File: src/rtl/hazard_ctrl.sv
// Pipeline hazard control for the 5-stage RV32 core: load-use bubbles, redirect flushes, dmem wait freeze.
// Optional HAZARD_PERF_EN adds saturating stall/flush/load-use counters (and the CNT_W parameter).
module hazard_ctrl #(
  parameter int MEM_TIMEOUT = 16
`ifdef HAZARD_PERF_EN
  , parameter int CNT_W = 32
`endif
) (
  input  logic       clk_i,
  input  logic       reset_i,
  input  logic [4:0] id_rs1_i,
  input  logic [4:0] id_rs2_i,
  input  logic       id_uses_rs2_i,
  input  logic [4:0] ex_rd_i,
  input  logic       ex_memread_i,
  input  logic       ex_regwrite_i,
  input  logic       ex_redirect_i,
  input  logic       dmem_req_i,
  input  logic       dmem_ack_i,
  output logic       pc_stall_o,
  output logic       if_id_stall_o,
  output logic       if_id_flush_o,
  output logic       id_ex_stall_o,
  output logic       id_ex_flush_o,
  output logic       ex_mem_stall_o,
  output logic       mem_wb_flush_o,
  output logic [1:0] state_o,
  output logic       err_o
`ifdef HAZARD_PERF_EN
  ,
  output logic [CNT_W-1:0] stall_cnt_o,
  output logic [CNT_W-1:0] flush_cnt_o,
  output logic [CNT_W-1:0] lu_cnt_o
`endif
);

  localparam int WC_W = $clog2(MEM_TIMEOUT + 1);
  localparam logic [WC_W-1:0] WC_MAX = WC_W'(MEM_TIMEOUT);
  localparam logic [WC_W-1:0] WC_ONE = WC_W'(1);
  localparam logic [WC_W-1:0] WC_ZERO = WC_W'(0);

  localparam logic [1:0] ST_RUN  = 2'd0;
  localparam logic [1:0] ST_WAIT = 2'd1;
  localparam logic [1:0] ST_ERR  = 2'd2;

  logic [1:0]      state_r, state_nx_s;
  logic [WC_W-1:0] wait_cnt_r, wait_cnt_nx_s;
  logic            err_r, err_nx_s;
  logic            load_use_s, freeze_s, run_rules_s;
  logic            redirect_act_s, lu_act_s;

  assign load_use_s = ex_memread_i & ex_regwrite_i & (ex_rd_i != 5'd0) &
                      ((ex_rd_i == id_rs1_i) | (id_uses_rs2_i & (ex_rd_i == id_rs2_i)));

  // Next-state logic; run_rules_s marks cycles where redirect/load-use may act.
  always_comb begin
    state_nx_s    = state_r;
    wait_cnt_nx_s = wait_cnt_r;
    err_nx_s      = err_r;
    freeze_s      = 1'b0;
    run_rules_s   = 1'b0;
    case (state_r)
      ST_RUN: begin
        if (dmem_req_i & ~dmem_ack_i) begin
          freeze_s      = 1'b1;
          state_nx_s    = ST_WAIT;
          wait_cnt_nx_s = WC_ONE;
        end else begin
          run_rules_s   = 1'b1;
        end
      end
      ST_WAIT: begin
        if (dmem_ack_i) begin
          run_rules_s   = 1'b1;
          state_nx_s    = ST_RUN;
          wait_cnt_nx_s = WC_ZERO;
        end else if (wait_cnt_r == WC_MAX) begin
          freeze_s      = 1'b1;
          state_nx_s    = ST_ERR;
          err_nx_s      = 1'b1;
        end else begin
          freeze_s      = 1'b1;
          wait_cnt_nx_s = wait_cnt_r + WC_ONE;
        end
      end
      ST_ERR: begin
        freeze_s = 1'b1;
      end
      default: begin
        // Corrupted state encoding is treated as a fatal fault.
        freeze_s   = 1'b1;
        state_nx_s = ST_ERR;
        err_nx_s   = 1'b1;
      end
    endcase
  end

  assign redirect_act_s = run_rules_s & ex_redirect_i;
  assign lu_act_s       = run_rules_s & ~ex_redirect_i & load_use_s;

  // Outputs are gated by reset so they drop the instant reset_i falls.
  assign pc_stall_o     = reset_i & (freeze_s | lu_act_s);
  assign if_id_stall_o  = reset_i & (freeze_s | lu_act_s);
  assign if_id_flush_o  = reset_i & redirect_act_s;
  assign id_ex_stall_o  = reset_i & freeze_s;
  assign id_ex_flush_o  = reset_i & (redirect_act_s | lu_act_s);
  assign ex_mem_stall_o = reset_i & freeze_s;
  assign mem_wb_flush_o = reset_i & freeze_s;
  assign state_o        = reset_i ? state_r : ST_RUN;
  assign err_o          = reset_i & err_r;

  // FSM, wait counter and sticky error.
  always_ff @(posedge clk_i or negedge reset_i) begin
    if (!reset_i) begin
      state_r    <= ST_RUN;
      wait_cnt_r <= WC_ZERO;
      err_r      <= 1'b0;
    end else begin
      state_r    <= state_nx_s;
      wait_cnt_r <= wait_cnt_nx_s;
      err_r      <= err_nx_s;
    end
  end

`ifdef HAZARD_PERF_EN
  logic [CNT_W-1:0] stall_cnt_r, flush_cnt_r, lu_cnt_r;
  logic             cnt_en_s;

  function automatic logic [CNT_W-1:0] sat_inc(input logic [CNT_W-1:0] v, input logic en);
    if (en && (v != {CNT_W{1'b1}})) begin
      return v + {{(CNT_W-1){1'b0}}, 1'b1};
    end else begin
      return v;
    end
  endfunction

  assign cnt_en_s = (state_r != ST_ERR);

  // Saturating performance counters, frozen while in ERR.
  always_ff @(posedge clk_i or negedge reset_i) begin
    if (!reset_i) begin
      stall_cnt_r <= {CNT_W{1'b0}};
      flush_cnt_r <= {CNT_W{1'b0}};
      lu_cnt_r    <= {CNT_W{1'b0}};
    end else begin
      stall_cnt_r <= sat_inc(stall_cnt_r, cnt_en_s & pc_stall_o);
      flush_cnt_r <= sat_inc(flush_cnt_r, cnt_en_s & if_id_flush_o);
      lu_cnt_r    <= sat_inc(lu_cnt_r, cnt_en_s & lu_act_s);
    end
  end

  assign stall_cnt_o = stall_cnt_r;
  assign flush_cnt_o = flush_cnt_r;
  assign lu_cnt_o    = lu_cnt_r;
`endif

endmodule

File: config.mk
export PLATFORM = sky130hd
export DESIGN_NAME = hazard_ctrl
export DESIGN_NICKNAME = d
export VERILOG_FILES = /design/src/rtl/hazard_ctrl.sv
export SDC_FILE = /design/constraint.sdc
export NUM_CORES = 1
export LEC_CHECK = 0
export CELL_PAD_IN_SITES_DETAIL_PLACEMENT = 1
export CELL_PAD_IN_SITES_GLOBAL_PLACEMENT = 2
export CORE_MARGIN = 3
export CORE_UTILIZATION = 22
export CTS_CLUSTER_DIAMETER = 100
export DETAILED_ROUTE_END_ITERATION = 16
export PLACE_DENSITY = 0.73
export SYNTH_ARGS = -nofsm -noshare
export SYNTH_HDL_FRONTEND = slang
export SYNTH_SLANG_ARGS = --single-unit
File: constraint.sdc
create_clock -name clk_i -period 1.65 [get_ports clk_i]
set_input_delay 0.33 -clock clk_i [delete_from_list [all_inputs] [get_ports clk_i]]
set_output_delay 0.33 -clock clk_i [all_outputs]
set_load 0.01 [all_outputs]
==> summary.txt, run 1 <==
Outcome
  • Status: finished, violations left
  • Failing checks: negative setup slack

Clock network
  • Max clock buf depth: 2
  • Worst-path clk slew: 0.06 ns
  • Total CTS buffers: 3
  • CTS root buffer: clkbuf_4
  • Htree depth: 1
  • Later-pin clock latency in the skew report: 0.25 ns
  • Clock Sinks: 8
  • CTS tree: done

Routing
  • Met2 Wirelength: 1210 um
  • Wire length on met3: 130 um
  • Initial DRC count: 12
  • Final ANT Viol Nets: 0
  • Routed len/inst: 13.1 um
  • Routed length on met1: 975 um
  • Final wirelength: 2320 um
  • Via count: 791
  • Residual DRC: 0
  • Highest routed layer: met3
  • Drt pass-1 iters: 4
  • Via density per instance: 4.47

Floorplanning
  • Core footprint: 3100 um^2
  • Die Y: 63.6 um
  • Rows: 20
  • Die Width: 63.6 um
  • # IOs: 33
  • Starting density of the core: 0.235
  • Die ar.: between 4000 and 5000 um^2

Yosys
  • Top cells by count, synth: xor2_1, dfrtp_1, inv_1, nor2_1, o31ai_1
  • Area share of the largest cell type after synthesis: 0.274
  • Most used DFF post-synth: dfrtp_1
  • Synth area leader: dfrtp_1
  • Top cells by area in the synthesized netlist: dfrtp_1, xor2_1, o31ai_1
  • Syn Nets: approximately 110
  • Number of synthesized flops with an enable pin: 0
  • Most numerous cell in the Yosys netlist: xor2_1
  • Flops & latches, synth: 8
  • FFs w/ async S/R, synth: 1.00
  • Syn. warnings: 0
  • Mean Syn Cell Area: 9.01 um^2
  • Synth unique cells: 35
  • Sequential element share of the synthesized area: 0.274
  • Syn Inst Count: a little over 80
  • Mapped Area: roughly 730 um^2

Timing
  • Post-Route Setup TNS: -0.246 ns
  • RSZ-0062 raised after global routing: true
  • Worst Clk Skew: 0.000648 ns
  • Endpoints failing hold: 0
  • Max frequency: 0.573 GHz
  • Final Max Slew Viols: 0
  • Slew @ Worst Pin: ~0.40 ns
  • Crit path time final: 1.75 ns
  • Endpoints failing setup: 4
  • Final worst path period share: 1.06
  • Setup ws final: -0.0966 ns
  • Relative slew slack: 0.725

Worst setup path
  • R2R depth: 7
  • Critical Path AT: approximately 1.4 ns
  • Stages on worst setup path: 5
  • CP Cell Sequence: clkdlybuf4s50_1 -> nor3_4 -> o211ai_1 -> o21bai_1 -> buf_2
  • CP peak stage delay: 0.47 ns
  • Crit Path Category: primary input to output pin
  • Worst Path Buf+Inv: 2
  • Req. time, crit path: 1.32 ns
  • Crit-path leading delay family: buffers and inverters
  • CP max stage cell: clkdlybuf4s50_1
  • Crit start category: primary input
  • CP Capture Type: output pin
  • CP max FO: 2

Placement
  • I/O Buffers: 32
  • Routability congestion estimate: 0.749
  • Pre-CTS setup slack: -0.821 ns
  • DPL Wire Length: 1760 um

Global route
  • Vias in the first global route: 876
  • All-Layer GR Usage: 0.123
  • Initial antenna violation count: 0
  • Total global routing overflow: 0
  • Pin count of the biggest net entering global routing: 11
  • First-pass GRT wire length: just under 4000 um

Finish
  • Share of cells above drive strength 1: 0.444
  • Antenna Cells: 0
  • Area Overhead vs Synth: 73.6%
  • Layout Nets: 160

Min path
  • Tightest Hold Check Type: primary input to asynchronous set/reset pin

Job
  • Max cap viols: 0

Pwr
  • Worst vdd ir: 139 uV
  • Cell Pwr Density: 384 nW/um^2
  • Leakage: around 0.59 nW
-- cell usage in the layout, fill, tap and decap left out, types with 2 or more instances in the layout --
master,Yosys,routed
xor2_1,9,9
clkbuf_4,0,3
o31ai_1,6,6
buf_4,3,18
o41ai_2,2,2
buf_2,1,11
dfrtp_1,8,8
inv_1,7,6
o21ai_0,5,4
clkbuf_2,0,2
nor2b_1,2,2
nor3_1,3,2
buf_6,2,7
nor2_1,7,5
nand3_1,2,2
dlygate4sd2_1,0,13
clkdlybuf4s50_1,0,2
-- metrics by stage --
| stage | instance area (um^2) | std cells | hold WS, ns | utilization | power [mW] |
|---|---|---|---|---|---|
| floorplan | 736 | 81 | 0.0344 | - | 0.247 |
| global placement | 1200 | 169 | 0.444 | 0.385 | 0.344 |
| detailed placement | 1200 | 169 | 0.452 | 0.385 | 0.345 |
| CTS | 1250 | 177 | 0.277 | 0.402 | 0.493 |
| global route | 1270 | 177 | 0.295 | 0.408 | 0.522 |
| finish | 1270 | 177 | 0.279 | 0.408 | 0.486 |
-- layout make-up --
| class | instances | area [um^2] |
|---|---|---|
| fill | 410 | 1840 |
| multi-input combinational | 60 | 527 |
| timing repair buffer | 55 | 435 |
| sequential | 8 | 200 |
| tap | 44 | 55.1 |
| inverter | 7 | 26.3 |
| clock buffer | 3 | 22.5 |
-- routing by layer --
| metal | GRT usage | vias up |
|---|---|---|
| met4 | 0.0485 | 0 |
| met2 | 0.206 | 23 |
| met3 | 0.0321 | 0 |
| met1 | 0.149 | 375 |
| met5 | 0 | - |
| li1 | - | 393 |
-- report_power, final --
group	internal [mW]	switching, mW
clock	0.0833	0.0672
sequential	0.197	0.000484
combinational	0.0755	0.0621
total	0.356	0.130
-- tightest hold or removal path, stage by stage --
cell and delay, ns:
dlygate4sd2_1 0.26, buf_6 0.12, buf_4 0.16
-- registers in the layout, summed over array words and instances, names as in the netlist --
name and count:
state_r 2, wait_cnt_r 5, err_r 1
-- kinds of logic after synthesis --
group                      count (synthesis)  synth area share
AOI/OAI and AO/OA                         22             0.242
buffers and inverters                     13             0.105
DFF                                        8             0.274
adders and majority gates                  2            0.0343
and+or+nand+nor                           26             0.225
xor gates and xnor gates                  10             0.120
-- worst paths after layout --
path / from / endpoint / slack, ns
min: reset_i / err_r / 0.28
max in group asynchronous: reset_i / wait_cnt_r[4] / 1.24
min reg2reg: err_r / err_r / 0.47
max: ex_redirect_i / id_ex_flush_o / -0.1
min in group clk_i: err_r / err_r / 0.47
max reg2reg: wait_cnt_r[0] / wait_cnt_r[0] / 0.11
-- repair_timing --
action                                  CTS  global route
pin swaps                                20            11
endpoints found under the setup margin   10            12
hold buffers                              0             0
setup buffers                             5             0
resized for setup                        83            11
Power figures use the tool's default switching activity.
==> inputs of run 2 (changes only) <==
==> constraint.sdc (replaced) <==
create_clock -name clk_i -period 1.65 [get_ports clk_i]
set_input_delay 0.33 -clock clk_i [delete_from_list [all_inputs] [get_ports clk_i]]
set_output_delay 0.33 -clock clk_i [all_outputs]
set_load 0.005 [all_outputs]
==> run 2 against run 1 <==
Effect of this change:
- the run still ends with negative setup slack left
- cell count up 2.3%
- routed wire length grew 5.8%
- worst setup slack got worse by 0.073 ns
- critical endpoint unchanged
==> summary.txt, run 2 (synthesized netlist as in run 1, its figures left out) <==
Outcome
  • Status: finished, violations left
  • Failing checks: negative setup slack

Floorplanning
  • Die Width: 63.6 um (unchanged)
  • Starting density of the core: 0.235 (unchanged)
  • Die Y: 63.6 um (unchanged)
  • Die ar.: 4040 um^2 (unchanged)
  • # IOs: 33 (unchanged)
  • Core footprint: 3100 um^2 (unchanged)
  • Rows: 20 (unchanged)

Placement
  • I/O Buffers: 32 (unchanged)
  • DPL Wire Length: 1870 um (+5.9%)
  • Area post-placement: 1200 um^2 (+0.10%)
  • Routability congestion estimate: 0.734 (-2.0%)
  • Dpl cells: 170 (+0.59%)

Timing
  • Final Max Slew Viols: 0 (unchanged)
  • Setup ws final: -0.169 ns (-0.0726 ns)
  • Endpoints failing setup: 7 (+3)
  • Worst Clk Skew: 0.00100 ns (+0.000352 ns)
  • Final worst path period share: 1.10 (+0.0440)
  • Endpoints failing hold: 0 (unchanged)
  • Crit path time final: 1.82 ns (+0.0726 ns)
  • Max frequency: 0.550 GHz (-4.0%)
  • Relative slew slack: 0.779 (+0.0540)
  • RSZ-0062 raised after global routing: true
  • Slew @ Worst Pin: 0.323 ns (-0.0790 ns)

Clock network
  • Max clock buf depth: 2 (unchanged)
  • Later-pin clock latency in the skew report: 0.25 ns (about the same)
  • Total CTS buffers: 3 (unchanged)
  • CTS root buffer: clkbuf_4
  • CTS tree: done
  • Worst-path clk slew: 0.06 ns (about the same)
  • Clock Sinks: 8 (unchanged)
  • Htree depth: 1 (unchanged)
  • Post-cts hold buffer count: 0 (unchanged)

Finish
  • Max FFs per register: 5 (unchanged)
  • Area Overhead vs Synth: 79.2%
  • Commonest non-fill, non-tap cell in the layout: buf_4
  • Most frequent cells in the layout: buf_4, dlygate4sd2_1, buf_6
  • Antenna Cells: 0 (unchanged)
  • Finished Layout Cells: 181 (+2.3%)
  • Layout Utilization: 0.421 (+0.0133)
  • Largest register by flop count: wait_cnt_r
  • # fillers: 393 (-4.1%)
  • Share of cells above drive strength 1: 0.460 (+0.0162)
  • Design Area, Final: 1310 um^2 (+3.3%)
  • Layout Nets: 164 (+2.5%)
  • Biggest registers after layout: wait_cnt_r x5, state_r x2, err_r x1

Routing
  • Initial DRC count: 29 (+17)
  • Final wirelength: 2450 um (+5.8%)
  • Drt pass-1 iters: 3 (-1)
  • Via count: 808 (+2.1%)
  • Residual DRC: 0 (unchanged)
  • Routed len/inst: 13.5 um (+3.5%)
  • Via density per instance: 4.46 (-0.11%)
  • Final ANT Viol Nets: 0 (unchanged)

Pwr
  • P_int: 363 uW (+1.8%)
  • Cell Pwr Density: 371 nW/um^2 (-3.4%)
  • Worst vdd ir: 131 uV (-5.3%)
  • P_sw: 122 uW (-5.9%)
  • Clock power frac: 0.309 (about the same)
  • Power Total: 485 uW (-0.22%)
  • Seq pwr share: 0.408 (about the same)
  • Leakage: 0.612 nW (+3.1%)
  • Net Sw Frac: 0.252 (-0.0151)
  • Logic gate share of total power: 0.283 (about the same)

Worst setup path
  • Critical Path AT: 1.49 ns (+0.07 ns)
  • CP Capture Type: output pin
  • Reg-to-Reg Start: wait_cnt_r[0]
  • CP max FO: 2 (unchanged)
  • Req. time, crit path: 1.32 ns (about the same)
  • Crit start category: flop
  • Crit path from: state_r[0]
  • Crit Path Category: flop to output pin

Job
  • Max cap viols: 0 (unchanged)

Global route
  • All-Layer GR Usage: 0.130 (+0.00667)
  • Initial antenna violation count: 0 (unchanged)
  • Vias in the first global route: 914 (+4.3%)
  • Pin count of the biggest net entering global routing: 11 (unchanged)
  • Total global routing overflow: 0 (unchanged)
  • First-pass GRT wire length: 4180 um (+5.8%)

Min path
  • Tightest Hold Check Type: primary input to asynchronous set/reset pin
-- run 2: changes by cell type in the layout (fill, tap and decap cells not counted), moves of 2 or more --
cell      before  now
buf_6          7   12
buf_4         18   21
clkbuf_2       2    0
nor3_2         0    2
-- run 2: what timing repair did --
item	CTS	global route
setup buffers	8	1
pin swaps	18	4
endpoints found under the setup margin	10	12
resized for setup	98	7
cloned	0	0
-- run 2: power groups by stage --
stage / combinational [mW] / clock (mW) / sequential [mW]
2_1_floorplan: 0.0404 / 0 / 0.201
3_3_place_gp: 0.141 / 0 / 0.201
3_5_place_dp: 0.144 / 0 / 0.201
4_1_cts: 0.137 / 0.161 / 0.198
5_1_grt: 0.151 / 0.180 / 0.198
6_report: 0.137 / 0.150 / 0.198
-- run 2: through the flow --
step,hold slack [ns],TNS [ns],worst slack [ns]
global placement,0.444,-6.13,-0.766
detailed placement,0.450,-6.42,-0.808
floorplan,0.0344,0,0.0500
finish,0.239,-0.841,-0.169
global route,0.242,-1.52,-0.292
CTS,0.236,-0.532,-0.167
-- run 2: final timing paths --
kind                                  to  slack [ns]  depth (start not counted)
setup / recovery           id_ex_flush_o       -0.17                          7
min in group clk_i                 err_r        0.47                          1
max in group asynchronous  wait_cnt_r[1]        1.28                          3
hold reg to reg                    err_r        0.47                          1
hold / removal                     err_r        0.24                          3
setup reg to reg           wait_cnt_r[0]        0.15                          7
-- run 2: area by class of cell --
type,instances,area [um^2],share of cell area
Clock buffer,3,22.5,0.0172
Tap cell,44,55.1,0.0421
Inverter,7,26.3,0.0201
Timing Repair Buffer,59,488,0.373
Sequential cell,8,200,0.153
Multi-Input combinational cell,60,515,0.394
-- run 2: routing by layer --
layer | routed length (um) | part of all wire | vias to the layer above | global-route usage
met2 | 1280 | 0.52 | 25 | 0.237
met4 | 14 | 0.0057 | 0 | 0.0485
met3 | 120 | 0.049 | 2 | 0.0196
li1 | - | - | 401 | -
met1 | 1040 | 0.42 | 380 | 0.150
met5 | 0 | 0 | - | 0
-- run 2: critical path, cell delays in order, from the launching register on --
cell and delay [ns]:
dfrtp_1 0.39, nor2_2 0.11, o21a_1 0.17, buf_6 0.12, buf_6 0.09, o211ai_1 0.07, o21bai_1 0.15, buf_2 0.14
==> inputs of run 3 (changes only) <==
--- a/config.mk
+++ b/config.mk
@@ -5,6 +5,7 @@
 export SDC_FILE = /design/constraint.sdc
 export NUM_CORES = 1
 export LEC_CHECK = 0
+export CAP_MARGIN = 20
 export CELL_PAD_IN_SITES_DETAIL_PLACEMENT = 1
 export CELL_PAD_IN_SITES_GLOBAL_PLACEMENT = 2
 export CORE_MARGIN = 3
==> results of run 3 <==
The final DEF is identical to that of run 2; final timing and power are the same.
